==> src/rtl/mmcm_drp_ctrl_if.sv <==
// Command and DRP bus bundle for the MMCM reconfiguration controller.
// master = controller side, slave = command source plus DRP port.
interface mmcm_drp_ctrl_if;
    logic        cmd_valid;
    logic        cmd_ready;
    logic [6:0]  cmd_addr;
    logic [15:0] cmd_mask;
    logic [15:0] cmd_data;
    logic        cmd_last;
    logic [6:0]  drp_daddr;
    logic        drp_den;
    logic        drp_dwe;
    logic [15:0] drp_di;
    logic [15:0] drp_do;
    logic        drp_drdy;

    modport master (
        input  cmd_valid, cmd_addr, cmd_mask, cmd_data, cmd_last,
        input  drp_do, drp_drdy,
        output cmd_ready, drp_daddr, drp_den, drp_dwe, drp_di
    );

    modport slave (
        output cmd_valid, cmd_addr, cmd_mask, cmd_data, cmd_last,
        output drp_do, drp_drdy,
        input  cmd_ready, drp_daddr, drp_den, drp_dwe, drp_di
    );
endinterface

==> src/rtl/mmcm_drp_ctrl.sv <==
// MMCM DRP reconfiguration controller: read-modify-write sequences
// under MMCM reset, lock supervision and loss-of-lock recovery.
module mmcm_drp_ctrl #(
    parameter int RST_HOLD     = 16,
    parameter int LOCK_TIMEOUT = 65535,
    parameter int DRDY_TIMEOUT = 255
) (
    input  logic        clk_100,
    input  logic        reset,
    mmcm_drp_ctrl_if.master bus,
    output logic        mmcm_rst,
    input  logic        mmcm_locked,
    output logic        busy,
    output logic        done,
    output logic        err,
    output logic [1:0]  err_code,
    output logic        locked_sync,
    output logic        lock_lost
);

    localparam int MAX_A = (LOCK_TIMEOUT > DRDY_TIMEOUT) ? LOCK_TIMEOUT : DRDY_TIMEOUT;
    localparam int MAX_L = (MAX_A > RST_HOLD) ? MAX_A : RST_HOLD;
    localparam int CW    = $clog2(MAX_L + 1);

    localparam logic [CW-1:0] HOLD_END = CW'(RST_HOLD - 1);
    localparam logic [CW-1:0] DRDY_LIM = CW'(DRDY_TIMEOUT);
    localparam logic [CW-1:0] LOCK_LIM = CW'(LOCK_TIMEOUT);

    typedef enum logic [3:0] {
        POR_HOLD,
        IDLE,
        RST_ASSERT,
        WAIT_CMD,
        RD,
        RD_WAIT,
        WR,
        WR_WAIT,
        RST_HOLD2,
        WAIT_LOCK
    } state_t;

    state_t        state;
    state_t        state_nxt;
    logic [CW-1:0] cnt;
    logic [CW-1:0] cnt_lim;
    logic          sync1;
    logic          locked_prev;
    logic [6:0]    addr_q;
    logic [15:0]   mask_q;
    logic [15:0]   data_q;
    logic          last_q;
    logic [15:0]   di_q;
    logic          den_q;
    logic          dwe_q;
    logic          rst_q;
    logic          lost_q;
    logic          accept;
    logic          rd_cap;
    logic          start;
    logic          lost_det;
    logic [1:0]    err_val;

    // One shared counter; its ceiling depends on what the state waits for
    always_comb begin
        cnt_lim = '0;
        unique case (state)
            POR_HOLD, RST_ASSERT, RST_HOLD2: cnt_lim = HOLD_END;
            RD_WAIT, WR_WAIT:                cnt_lim = DRDY_LIM;
            WAIT_LOCK:                       cnt_lim = LOCK_LIM;
            default:                         cnt_lim = '0;
        endcase
    end

    always_comb begin
        state_nxt = state;
        done      = 1'b0;
        err       = 1'b0;
        err_val   = 2'd0;
        accept    = 1'b0;
        rd_cap    = 1'b0;
        start     = 1'b0;
        lost_det  = 1'b0;
        unique case (state)
            POR_HOLD, RST_HOLD2: begin
                if (cnt == HOLD_END) state_nxt = WAIT_LOCK;
            end
            IDLE: begin
                if (locked_prev && !locked_sync) begin
                    lost_det  = 1'b1;
                    state_nxt = RST_HOLD2;
                end else if (bus.cmd_valid) begin
                    start     = 1'b1;
                    state_nxt = RST_ASSERT;
                end
            end
            RST_ASSERT: begin
                if (cnt == HOLD_END) state_nxt = WAIT_CMD;
            end
            WAIT_CMD: begin
                if (bus.cmd_valid) begin
                    accept    = 1'b1;
                    state_nxt = RD;
                end
            end
            RD: state_nxt = RD_WAIT;
            RD_WAIT: begin
                if (bus.drp_drdy) begin
                    rd_cap    = 1'b1;
                    state_nxt = WR;
                end else if (cnt == DRDY_LIM) begin
                    err       = 1'b1;
                    err_val   = 2'd2;
                    state_nxt = IDLE;
                end
            end
            WR: state_nxt = WR_WAIT;
            WR_WAIT: begin
                if (bus.drp_drdy) begin
                    state_nxt = last_q ? WAIT_LOCK : WAIT_CMD;
                end else if (cnt == DRDY_LIM) begin
                    err       = 1'b1;
                    err_val   = 2'd2;
                    state_nxt = IDLE;
                end
            end
            WAIT_LOCK: begin
                if (locked_sync) begin
                    done      = 1'b1;
                    state_nxt = IDLE;
                end else if (cnt == LOCK_LIM) begin
                    err       = 1'b1;
                    err_val   = 2'd1;
                    state_nxt = IDLE;
                end
            end
            default: state_nxt = POR_HOLD;
        endcase
    end

    // MMCM/DRP strobes are registered from the next state to stay glitch-free
    always_ff @(posedge clk_100) begin
        if (reset) begin
            state       <= POR_HOLD;
            cnt         <= '0;
            sync1       <= 1'b0;
            locked_sync <= 1'b0;
            locked_prev <= 1'b0;
            addr_q      <= '0;
            mask_q      <= '0;
            data_q      <= '0;
            last_q      <= 1'b0;
            di_q        <= '0;
            den_q       <= 1'b0;
            dwe_q       <= 1'b0;
            rst_q       <= 1'b1;
            err_code    <= 2'd0;
            lost_q      <= 1'b0;
        end else begin
            state <= state_nxt;
            if (state_nxt != state) cnt <= '0;
            else if (cnt != cnt_lim) cnt <= cnt + 1'b1;
            sync1       <= mmcm_locked;
            locked_sync <= sync1;
            locked_prev <= locked_sync;
            if (accept) begin
                addr_q <= bus.cmd_addr;
                mask_q <= bus.cmd_mask;
                data_q <= bus.cmd_data;
                last_q <= bus.cmd_last;
            end
            if (rd_cap) di_q <= (bus.drp_do & mask_q) | (data_q & ~mask_q);
            den_q <= (state_nxt == RD) || (state_nxt == WR);
            dwe_q <= (state_nxt == WR);
            rst_q <= !((state_nxt == IDLE) || (state_nxt == WAIT_LOCK));
            if (start) err_code <= 2'd0;
            else if (err) err_code <= err_val;
            lost_q <= lost_det;
        end
    end

    assign bus.cmd_ready = (state == WAIT_CMD);
    assign bus.drp_daddr = addr_q;
    assign bus.drp_den   = den_q;
    assign bus.drp_dwe   = dwe_q;
    assign bus.drp_di    = di_q;
    assign mmcm_rst      = rst_q;
    assign busy          = (state != IDLE);
    assign lock_lost     = lost_q;

endmodule

==> src/flat_wrapper.sv <==
// flat-port wrapper written by rule: the top's interface ports become plain ports
module mmcm_drp_ctrl_flat 
#(
    parameter int RST_HOLD     = 16,
    parameter int LOCK_TIMEOUT = 65535,
    parameter int DRDY_TIMEOUT = 255
)
  (clk_100, reset, mmcm_rst, mmcm_locked, busy, done, err, err_code, locked_sync, lock_lost, bus_cmd_valid, bus_cmd_addr, bus_cmd_mask, bus_cmd_data, bus_cmd_last, bus_drp_do, bus_drp_drdy, bus_cmd_ready, bus_drp_daddr, bus_drp_den, bus_drp_dwe, bus_drp_di);
  mmcm_drp_ctrl_if bus_i ();
  input  logic clk_100;
  input  logic reset;
  output logic mmcm_rst;
  input  logic mmcm_locked;
  output logic busy;
  output logic done;
  output logic err;
  output logic [1:0] err_code;
  output logic locked_sync;
  output logic lock_lost;
  input wire logic [$bits(bus_i.cmd_valid)-1:0] bus_cmd_valid;
  input wire logic [$bits(bus_i.cmd_addr)-1:0] bus_cmd_addr;
  input wire logic [$bits(bus_i.cmd_mask)-1:0] bus_cmd_mask;
  input wire logic [$bits(bus_i.cmd_data)-1:0] bus_cmd_data;
  input wire logic [$bits(bus_i.cmd_last)-1:0] bus_cmd_last;
  input wire logic [$bits(bus_i.drp_do)-1:0] bus_drp_do;
  input wire logic [$bits(bus_i.drp_drdy)-1:0] bus_drp_drdy;
  output wire logic [$bits(bus_i.cmd_ready)-1:0] bus_cmd_ready;
  output wire logic [$bits(bus_i.drp_daddr)-1:0] bus_drp_daddr;
  output wire logic [$bits(bus_i.drp_den)-1:0] bus_drp_den;
  output wire logic [$bits(bus_i.drp_dwe)-1:0] bus_drp_dwe;
  output wire logic [$bits(bus_i.drp_di)-1:0] bus_drp_di;
  assign bus_i.cmd_valid = bus_cmd_valid;
  assign bus_i.cmd_addr = bus_cmd_addr;
  assign bus_i.cmd_mask = bus_cmd_mask;
  assign bus_i.cmd_data = bus_cmd_data;
  assign bus_i.cmd_last = bus_cmd_last;
  assign bus_i.drp_do = bus_drp_do;
  assign bus_i.drp_drdy = bus_drp_drdy;
  assign bus_cmd_ready = bus_i.cmd_ready;
  assign bus_drp_daddr = bus_i.drp_daddr;
  assign bus_drp_den = bus_i.drp_den;
  assign bus_drp_dwe = bus_i.drp_dwe;
  assign bus_drp_di = bus_i.drp_di;
  mmcm_drp_ctrl #(.RST_HOLD(RST_HOLD), .LOCK_TIMEOUT(LOCK_TIMEOUT), .DRDY_TIMEOUT(DRDY_TIMEOUT)) u_core (.clk_100(clk_100), .reset(reset), .bus(bus_i), .mmcm_rst(mmcm_rst), .mmcm_locked(mmcm_locked), .busy(busy), .done(done), .err(err), .err_code(err_code), .locked_sync(locked_sync), .lock_lost(lock_lost));
endmodule
==> config.mk <==
export PLATFORM = sky130hd
export DESIGN_NAME = mmcm_drp_ctrl_flat
export DESIGN_NICKNAME = d
export VERILOG_FILES = /design/src/rtl/mmcm_drp_ctrl_if.sv /design/src/rtl/mmcm_drp_ctrl.sv /design/src/flat_wrapper.sv
export SDC_FILE = /design/constraint.sdc
export NUM_CORES = 1
export LEC_CHECK = 0
export ABC_AREA = 1
export BUFFER_PORTS_ARGS = -buffer_cell sky130_fd_sc_hd__buf_2
export CORE_MARGIN = 1.5
export CORE_UTILIZATION = 50
export DETAILED_ROUTE_END_ITERATION = 10
export PLACE_DENSITY = 0.71
export SYNTH_ARGS = -nofsm -noshare
export SYNTH_HDL_FRONTEND = slang
export SYNTH_SLANG_ARGS = --single-unit
==> constraint.sdc <==
create_clock -name clk_100 -period 5 [get_ports clk_100]
set_input_delay 0.5 -clock clk_100 [delete_from_list [all_inputs] [get_ports clk_100]]
set_output_delay 0.5 -clock clk_100 [all_outputs]
set_load 0.1 [all_outputs]
Yosys cells after proc, flatten, opt, wreduce, memory -nomap -nowiden
Cells that the tools add are included.

Flip-flop bits (word level): 85. Output and inout bits: 34. Word-level logic and storage cells: 84.

Add/subtract/negate cells: 1. Eq/ne operators: 19. Multiplexer cells: 32. Bitwise logic cells: 5. Reduce and logical (&&, ||, !) cells: 12.

Operator list (count): $pmux 16 s3 (1); $mux 4 (11); $pmux 4 s9 (1); $and 16x16->16 (2); $eq 4x3->1 const B (6); $add 16x1->16 const B (1); $eq 16x16->1 const B (1); $eq 16x4->1 const B (1); $eq 16x8->1 const B (1); $ne 16x16->1 (1); $not 16->16 (1); $or 16x16->16 (1); $mux 1 (14); $eq 4x4->1 const B (3); $reduce_or 2->1 (5); $eq 4x1->1 const B (2); $eq 4x2->1 const B (2); $mux 2 (3); $logic_not 4->1 (1); $ne 4x1->1 const B (1); $ne 4x4->1 (1); $pmux 2 s2 (1); $reduce_or 3->1 (1); $logic_not 1->1 (2); other kinds (4) (5).

Depth between registers and ports, before layout
Gate-level depths: netlist of run 1.

Depth in word-level cells: 7. Depth in mapped cells: 14. Depth with buffers taken out: 13.

Worst setup path before layout of run 1
OpenSTA, ideal clock, no wires.

Kind: reg-to-output. Start: register u_core.locked_sync. End: output port done. Arrival: 2.418 ns. Data required time: 4.500 ns. Path slack: 2.082 ns. Cell stages (with the launch flop): 3. Path buffers: 0. Path through: dfxtp_1 > inv_1 > nor2_1.

Longest elaborated chain between the ends: 2.

RTL lines: from (decl) (RTL line mmcm_drp_ctrl.sv:17) `output logic locked_sync,`; from (signal assigned) (RTL line mmcm_drp_ctrl.sv:163) `locked_sync <= sync1;`; $mux 1 (RTL line mmcm_drp_ctrl.sv:127) `if (locked_sync) begin`; $mux 1 (RTL line mmcm_drp_ctrl.sv:83) `unique case (state)`; to (decl) (RTL line flat_wrapper.sv:15) `output logic done;`.

Every way passes these cells.

Worst setup path after layout of run 1
Start: register u_core.cnt[0]. End: output port err.

Longest elaborated chain between the ends: 4. Elaborated cells on any way between the ends: 7. Those cells by class: eq/ne: 2; mux: 5.

RTL lines: from (decl) (RTL line mmcm_drp_ctrl.sv:44) `logic [CW-1:0] cnt;`; from (signal assigned) (RTL line mmcm_drp_ctrl.sv:161) `else if (cnt != cnt_lim) cnt <= cnt + 1'b1;`; $eq 16x16->1 / $eq 16x8->1 (equally long branches) (RTL line mmcm_drp_ctrl.sv:130, mmcm_drp_ctrl.sv:110, mmcm_drp_ctrl.sv:120); $mux 1, on equally long branches (RTL line mmcm_drp_ctrl.sv:130, mmcm_drp_ctrl.sv:110, mmcm_drp_ctrl.sv:120); $mux 1, on equally long branches (RTL line mmcm_drp_ctrl.sv:127, mmcm_drp_ctrl.sv:118); $pmux 1 s2 * (RTL line mmcm_drp_ctrl.sv:83); to (decl) (RTL line flat_wrapper.sv:16) `output logic err;`.

Mark *: on every way between the ends. The rest lies on a longest branch, timed or not.

==> metrics.yaml, run 1 <==
status:
  outcome: "finished clean"
critical_path:
  worst_setup_start_kind: "register"
  worst_setup_path_start: "u_core.cnt[0]"
  timing_worst_setup_path_type: "register to primary output"
  crit_path_dat_ps: 2460
  ff2ff_setup_slack_ps: 2140
  rr_worst_depth: 10
  critPathMaxFanout: 6
  reg2reg_to: "u_core.cnt[8]"
  worst_r2r_startpoint: "u_core.state[0]"
  worst-endpoint-required_ps: 4500
  setup.worst_path.end_class: "primary output"
timing:
  hold_viol_final: 0
  clock_skew_ps: 10.33
  timing.slew.headroom: 0.3574
  grt_setup_unrepaired: "false"
  fin_crit_sh: 0.5920
  fmax_ghz: 0.3378
  fin_crit_ps: 2960
  final_max_slew_viol_count: 0
  finalSetupViolCount: 0
  tns_ps: 0
  timing_worst_slew_pin_value_ps: 960.5
floorplan:
  core_area_mm2: 0.007687
  chip_width_um: 91.93
  num_io_pins: 95
  die_area_mm2: 0.008450
  fp-row-count: 32
  chipHeight_um: 91.93
  floorplan.initialDensity: 0.5143
finish:
  most-common-layout-cells: "nand2_1 (110), buf_2 (94), dfxtp_1 (85)"
  synthesis_to_layout_area_growth_pct: 18.64
  finish.cell_count_without_fillers: 751
  most_common_cell_after_layout_fill_and_taps_aside: "nand2_1"
  drive_gt1_frac: 0.2299
  final_net_count: 705
synthesis:
  yosys_warnings: 0
  synth-compound-area-share: 0.1329
  synth_area_mm2: 0.003954
  synthesis.nets: 622
  synth_xor_xnor_area_share: 0.02437
  synth_top_family_by_area: "simple AND/OR/NAND/NOR gates"
  yosys.area_share.adder: 0.003165
  distinct_cell_type_count_after_synthesis: 33
  yosysSeqAreaShare: 0.4304
  mux_contribution_to_synthesized_area: 0
  post_synth.cell_area_avg_um2: 7.060
  synth_simple_gate_area_frac: 0.3342
  synth_seq_cells: 85
  netlist_instances: 560
drt:
  postRouteAntennaNets: 0
  drt_first_pass_iters: 4
  wl_um: 9286
  vias: 3778
  routed_wire_length_per_instance_um: 12.36
  via_density_per_instance: 5.031
  drt_first_iter_violations: 138
  remaining_drc_errors: 0
global_routing:
  grt_busiest_layer: "met2"
  grt_overflow_total: 0
  grt_util_met1: 0.3031
  grt_start_max_net_pins: 59
  groute.usage.overall: 0.2349
  grt_use_met2: 0.3901
  first_global_vias: 3597
  grt_antenna_before_repair: 1
  gr-usage-met3: 0.05556
  wire_length_of_the_first_global_routing_pass_um: 16130
pwr:
  leakagePower_nw: 2.049
  irDropWorstVdd_mv: 0.1680
  power-per-cell-area_mw_per_mm2: 276.0
clock_network:
  setup_bufs_post_cts: 0
  cts_tree: "yes"
  cts_hold_repair.buffers: 0
  cts_max_level: 3
  clk_pin_slew_ps: 80
  postCtsResizedCells: 0
  clockRootBuffer: "clkbuf_8"
  cts.path.max_buffers: 2
  clock_insertion_delay_worst_skew_ps: 350
  cts_inserted_buffers: 9
  cts_sinks: 85
worst_hold_path:
  hold_path_end: "u_core.sync1"
  whs_path_depth: 3
  timing.hold.worst.class: "primary input to register"
  min-delay-start: "mmcm_locked"
flow_run:
  maxCapViolCount: 0
place:
  numPortBuffers: 94
  hpwlAfterDp_um: 6517
  gpl.final_weighted_congestion: 0.8974
  place_inst: 734
==> metal layers <==
layer  routed length (um)  part of all wire
met1                 4377              0.47
met2                 4254              0.46
met3                  542             0.058
met4                  112             0.012
met5                    0                 0
==> state kept, by name, indices dropped and copies added, names as in the netlist <==
signal and flops:
u_core.locked_sync 1, u_core.mmcm_rst 1, u_core.state 4, u_core.bus.drp_den 1, u_core.locked_prev 1, u_core.mask_q 16
u_core.cnt 16, u_core.last_q 1, u_core.err_code 2, u_core.sync1 1, u_core.bus.drp_di 16, u_core.bus.drp_dwe 1
u_core.lock_lost 1, u_core.data_q 16, u_core.bus.drp_daddr 7
==> cell type report <==
| type | count | area (um2) |
|---|---|---|
| Fill cell | 731 | 2997 |
| Multi-Input combinational cell | 400 | 1956 |
| Sequential cell | 85 | 1702 |
| Timing Repair Buffer | 94 | 470.5 |
| Inverter | 53 | 198.9 |
| Clock buffer | 11 | 151.4 |
| Tap cell | 102 | 127.6 |
| Clock inverter | 5 | 82.58 |
| Antenna cell | 1 | 2.502 |
==> stage by stage <==
stage / setup WS [ps] / total power, mW / utilization / cell area, um2 / hold WS, ps
floorplan: 2082 / 0.7287 / - / 3954 / 388.3
global placement: 2219 / 0.7580 / 0.5794 / 4454 / 398.5
detailed placement: 2136 / 0.7588 / 0.5794 / 4454 / 398.1
CTS: 2032 / 1.305 / 0.6099 / 4688 / 373.0
global route: 1864 / 1.345 / 0.6099 / 4688 / 381.1
finish: 2040 / 1.295 / 0.6102 / 4691 / 381.8
==> how the worst max path moves through the flow <==
stage / end / slack, ps / depth (start not counted)
CTS: err / 2030 / 9
floorplan: done / 2080 / 2
global placement: u_core.cnt[6] / 2220 / 10
finish: err / 2040 / 9
global route: err / 1860 / 9
detailed placement: u_core.cnt[14] / 2140 / 10
==> Yosys cell counts <==
library cell	number	area (um2)
a21oi_1	45	225.2
a31oi_1	2	12.51
a41oi_1	1	8.760
buf_1	3	11.26
buf_2	3	15.01
buf_4	1	7.510
buf_6	1	11.26
clkbuf_1	14	52.55
clkinv_1	2	7.510
dfxtp_1	85	1702
ha_1	1	12.51
inv_1	48	180.2
inv_2	3	11.26
nand2_1	110	412.9
nand2_2	9	56.30
nand2_4	1	11.26
nand3_1	44	220.2
nand3_2	2	20.02
nand3b_1	1	7.510
nand4_1	9	56.30
nand4_4	1	21.27
nor2_1	83	311.6
nor2_2	13	81.33
nor2_4	4	45.04
nor2_8	1	20.02
nor3_1	7	35.03
nor3_4	1	16.27
o21ai_0	49	245.2
o21ai_2	3	26.28
o21bai_1	1	7.510
or2_2	1	6.260
xnor2_1	7	61.31
xor2_1	4	35.03
==> logic make-up after synthesis <==
kind of cell,after synthesis
xor gates and xnor gates,11
adders and majority gates,1
AOI/OAI and AO/OA,101
and+or+nand+nor,287
buffers and inverters,75
DFF,85
==> worst max-delay path, stage by stage, from the launching register on <==
cell and delay [ps]:
dfxtp_1 400, ha_1 300, inv_1 110, nor2_4 140, nand2_2 90, clkinv_1 110, nand3_1 130, or2_2 340
nand2_1 70, buf_2 420
==> report_power, final <==
| part | switching, mW | total (mW) | leakage (nW) | internal [mW] |
|---|---|---|---|---|
| Sequential | 0.00331 | 0.683 | 0.685 | 0.679 |
| Combinational | 0.0361 | 0.0604 | 1.24 | 0.0242 |
| Clock | 0.242 | 0.552 | 0.120 | 0.310 |
Note: power is estimated with default switching activity, not from simulation.
==> run 2, diff against run 1 <==
--- a/config.mk
+++ b/config.mk
@@ -8,9 +8,9 @@
 export ABC_AREA = 1
 export BUFFER_PORTS_ARGS = -buffer_cell sky130_fd_sc_hd__buf_2
 export CORE_MARGIN = 1.5
-export CORE_UTILIZATION = 50
+export CORE_UTILIZATION = 48
 export DETAILED_ROUTE_END_ITERATION = 10
-export PLACE_DENSITY = 0.71
+export PLACE_DENSITY = 0.72
 export SYNTH_ARGS = -nofsm -noshare
 export SYNTH_HDL_FRONTEND = slang
 export SYNTH_SLANG_ARGS = --single-unit
==> constraint.sdc (replaced) <==
create_clock -name clk_100 -period 2.45 [get_ports clk_100]
set_input_delay 0.245 -clock clk_100 [delete_from_list [all_inputs] [get_ports clk_100]]
set_output_delay 0.245 -clock clk_100 [all_outputs]
set_load 0.1 [all_outputs]
==> run 2 against run 1 <==
  * Clock skew shrank 2.7 ps
  * Non-clock buffer count up 7
  * Core utilization is 0.99 points lower
  * Count of clock-buffer cells in the layout shrank 2
  * Sequential share of layout area down 0.10 points
  * Die area rose by 4.0%
==> metrics.yaml, run 2 (synthesis results as in run 1) <==
status:
  outcome: "finished clean"
place:
  numPortBuffers: 94
  gpl.final_weighted_congestion: 0.9507
  place_inst: 741
  hpwlAfterDp_um: 6863
  preCtsSetupSlack_ps: 343.9
global_routing:
  grt_start_max_net_pins: 58
  first_global_vias: 3649
  grt_overflow_total: 0
  wire_length_of_the_first_global_routing_pass_um: 16310
  grt_antenna_before_repair: 0
  groute.usage.overall: 0.2319
clock_network:
  cts_max_level: 3
  postCtsResizedCells: 0
  cts_tree: "yes"
  clockRootBuffer: "clkbuf_8"
  clk_pin_slew_ps: 80
  cts.path.max_buffers: 2
  cts_inserted_buffers: 9
  setup_bufs_post_cts: 0
  cts_hold_repair.buffers: 0
  clock_insertion_delay_worst_skew_ps: 350
  cts_sinks: 85
critical_path:
  rr_worst_depth: 10
  timing_worst_setup_path_type: "register to primary output"
  worst-endpoint-required_ps: 2200
  setup.worst_path.end_class: "primary output"
  ff2ff_setup_slack_ps: 390
  critical-path-slowest-cell: "dfxtp_2"
  worst_r2r_startpoint: "u_core.state[0]"
  reg2reg_to: "u_core.cnt[1]"
  worst_setup_path_start: "u_core.cnt[0]"
  critPathMaxStageDelay_ps: 390
  crit_path_cell_trace: "ha_4, inv_1, nor2_4, nand2_2, clkinv_1, nand3_1, or2_2, nand2_1, buf_12"
  worst_setup_start_kind: "register"
  crit_path_dat_ps: 2000
  critPathMaxFanout: 6
floorplan:
  floorplan.initialDensity: 0.5038
  core_area_mm2: 0.007848
  chipHeight_um: 93.76
  chip_width_um: 93.76
  num_io_pins: 95
  die_area_mm2: 0.008791
  fp-row-count: 32
flow_run:
  maxCapViolCount: 0
timing:
  fin_crit_sh: 0.9154
  clock_skew_ps: 7.668
  finalWorstSetupSlack_ps: 207.3
  hold_viol_final: 0
  finalSetupViolCount: 0
  fin_crit_ps: 2243
  tns_ps: 0
  timing_worst_slew_pin_value_ps: 533.4
  grt_setup_unrepaired: "false"
  fmax_ghz: 0.4459
  timing.slew.headroom: 0.6444
  final_max_slew_viol_count: 0
drt:
  via_density_per_instance: 5.083
  drt_first_iter_violations: 172
  wl_um: 9635
  postRouteAntennaNets: 0
  drt_first_pass_iters: 5
  vias: 3848
  remaining_drc_errors: 0
  routed_wire_length_per_instance_um: 12.73
pwr:
  irDropWorstVdd_mv: 0.2833
  totalPowerFinal_mw: 2.421
  power.share.clock: 0.370
  internal_power_mw: 1.811
  power-per-cell-area_mw_per_mm2: 514.0
  combinationalPowerShare: 0.053
  p_seq_frac: 0.576
  leakagePower_nw: 2.050
  switching_share: 0.2518
  power.switching_uw: 609.8
worst_hold_path:
  min-delay-start: "mmcm_locked"
  whs_path_depth: 3
  hold_path_end: "u_core.sync1"
  timing.hold.worst.class: "primary input to register"
finish:
  finish.cell_count_without_fillers: 757
  layout_fillers: 761
  most_common_cell_after_layout_fill_and_taps_aside: "nand2_1"
  synthesis_to_layout_area_growth_pct: 19.15
  antenna_cell_count: 0
  drive_gt1_frac: 0.2443
  final_net_count: 712
  most-common-layout-cells: "nand2_1 (110), buf_2 (93), dfxtp_1 (83)"
==> run 2: stage by stage <==
step | cell area [um2] | utilization | hold slack, ps
after global placement | 4524 | 0.5765 | 400.0
after detailed placement | 4524 | 0.5765 | 404.0
after global routing | 4711 | 0.6003 | 111.7
after floorplan | 3956 | - | 352.0
after CTS | 4696 | 0.5984 | 106.4
final | 4711 | 0.6003 | 123.3
==> run 2: area by class of cell <==
| cell class | instances | area [um2] | area share |
|---|---|---|---|
| flip-flops and latches | 85 | 1704 | 0.3618 |
| multi-input cells | 400 | 1971 | 0.4183 |
| clock buffers | 9 | 123.9 | 0.02629 |
| well taps | 102 | 127.6 | 0.02709 |
| inverters | 53 | 198.9 | 0.04223 |
| repair buffers | 101 | 538.0 | 0.1142 |
| clock inverters | 7 | 47.55 | 0.01009 |
==> run 2: layer usage <==
| metal | share of wire | global-route usage | up-vias |
|---|---|---|---|
| li1 | - | - | 1979 |
| met1 | 0.46 | 0.3024 | 1736 |
| met2 | 0.46 | 0.3774 | 123 |
| met3 | 0.067 | 0.05744 | 10 |
| met4 | 0.013 | 0.07090 | 0 |
| met5 | 0 | 0 | - |
==> run 2: worst max-delay path by stage <==
stage / to / slack (ps) / cells after the start
floorplan: err / 190 / 8
global placement: u_core.cnt[14] / 400 / 11
detailed placement: u_core.cnt[2] / 340 / 11
CTS: err / 20 / 9
global route: err / 30 / 8
finish: err / 210 / 9
==> run 2: power by group through the flow <==
stage | combinational [mW] | clock (mW) | sequential (mW)
global placement | 0.125 | 0 | 1.43
global route | 0.144 | 0.967 | 1.40
detailed placement | 0.126 | 0 | 1.43
finish | 0.129 | 0.896 | 1.40
CTS | 0.127 | 0.918 | 1.39
floorplan | 0.0582 | 0 | 1.43
==> run 2: worst max-delay path, delay by kind of cell (launching register included) <==
kind | cells | cell delay [ps]
buf+inv | 3 | 330
fa+ha+maj | 1 | 180
simple gates | 5 | 750
flops | 1 | 390
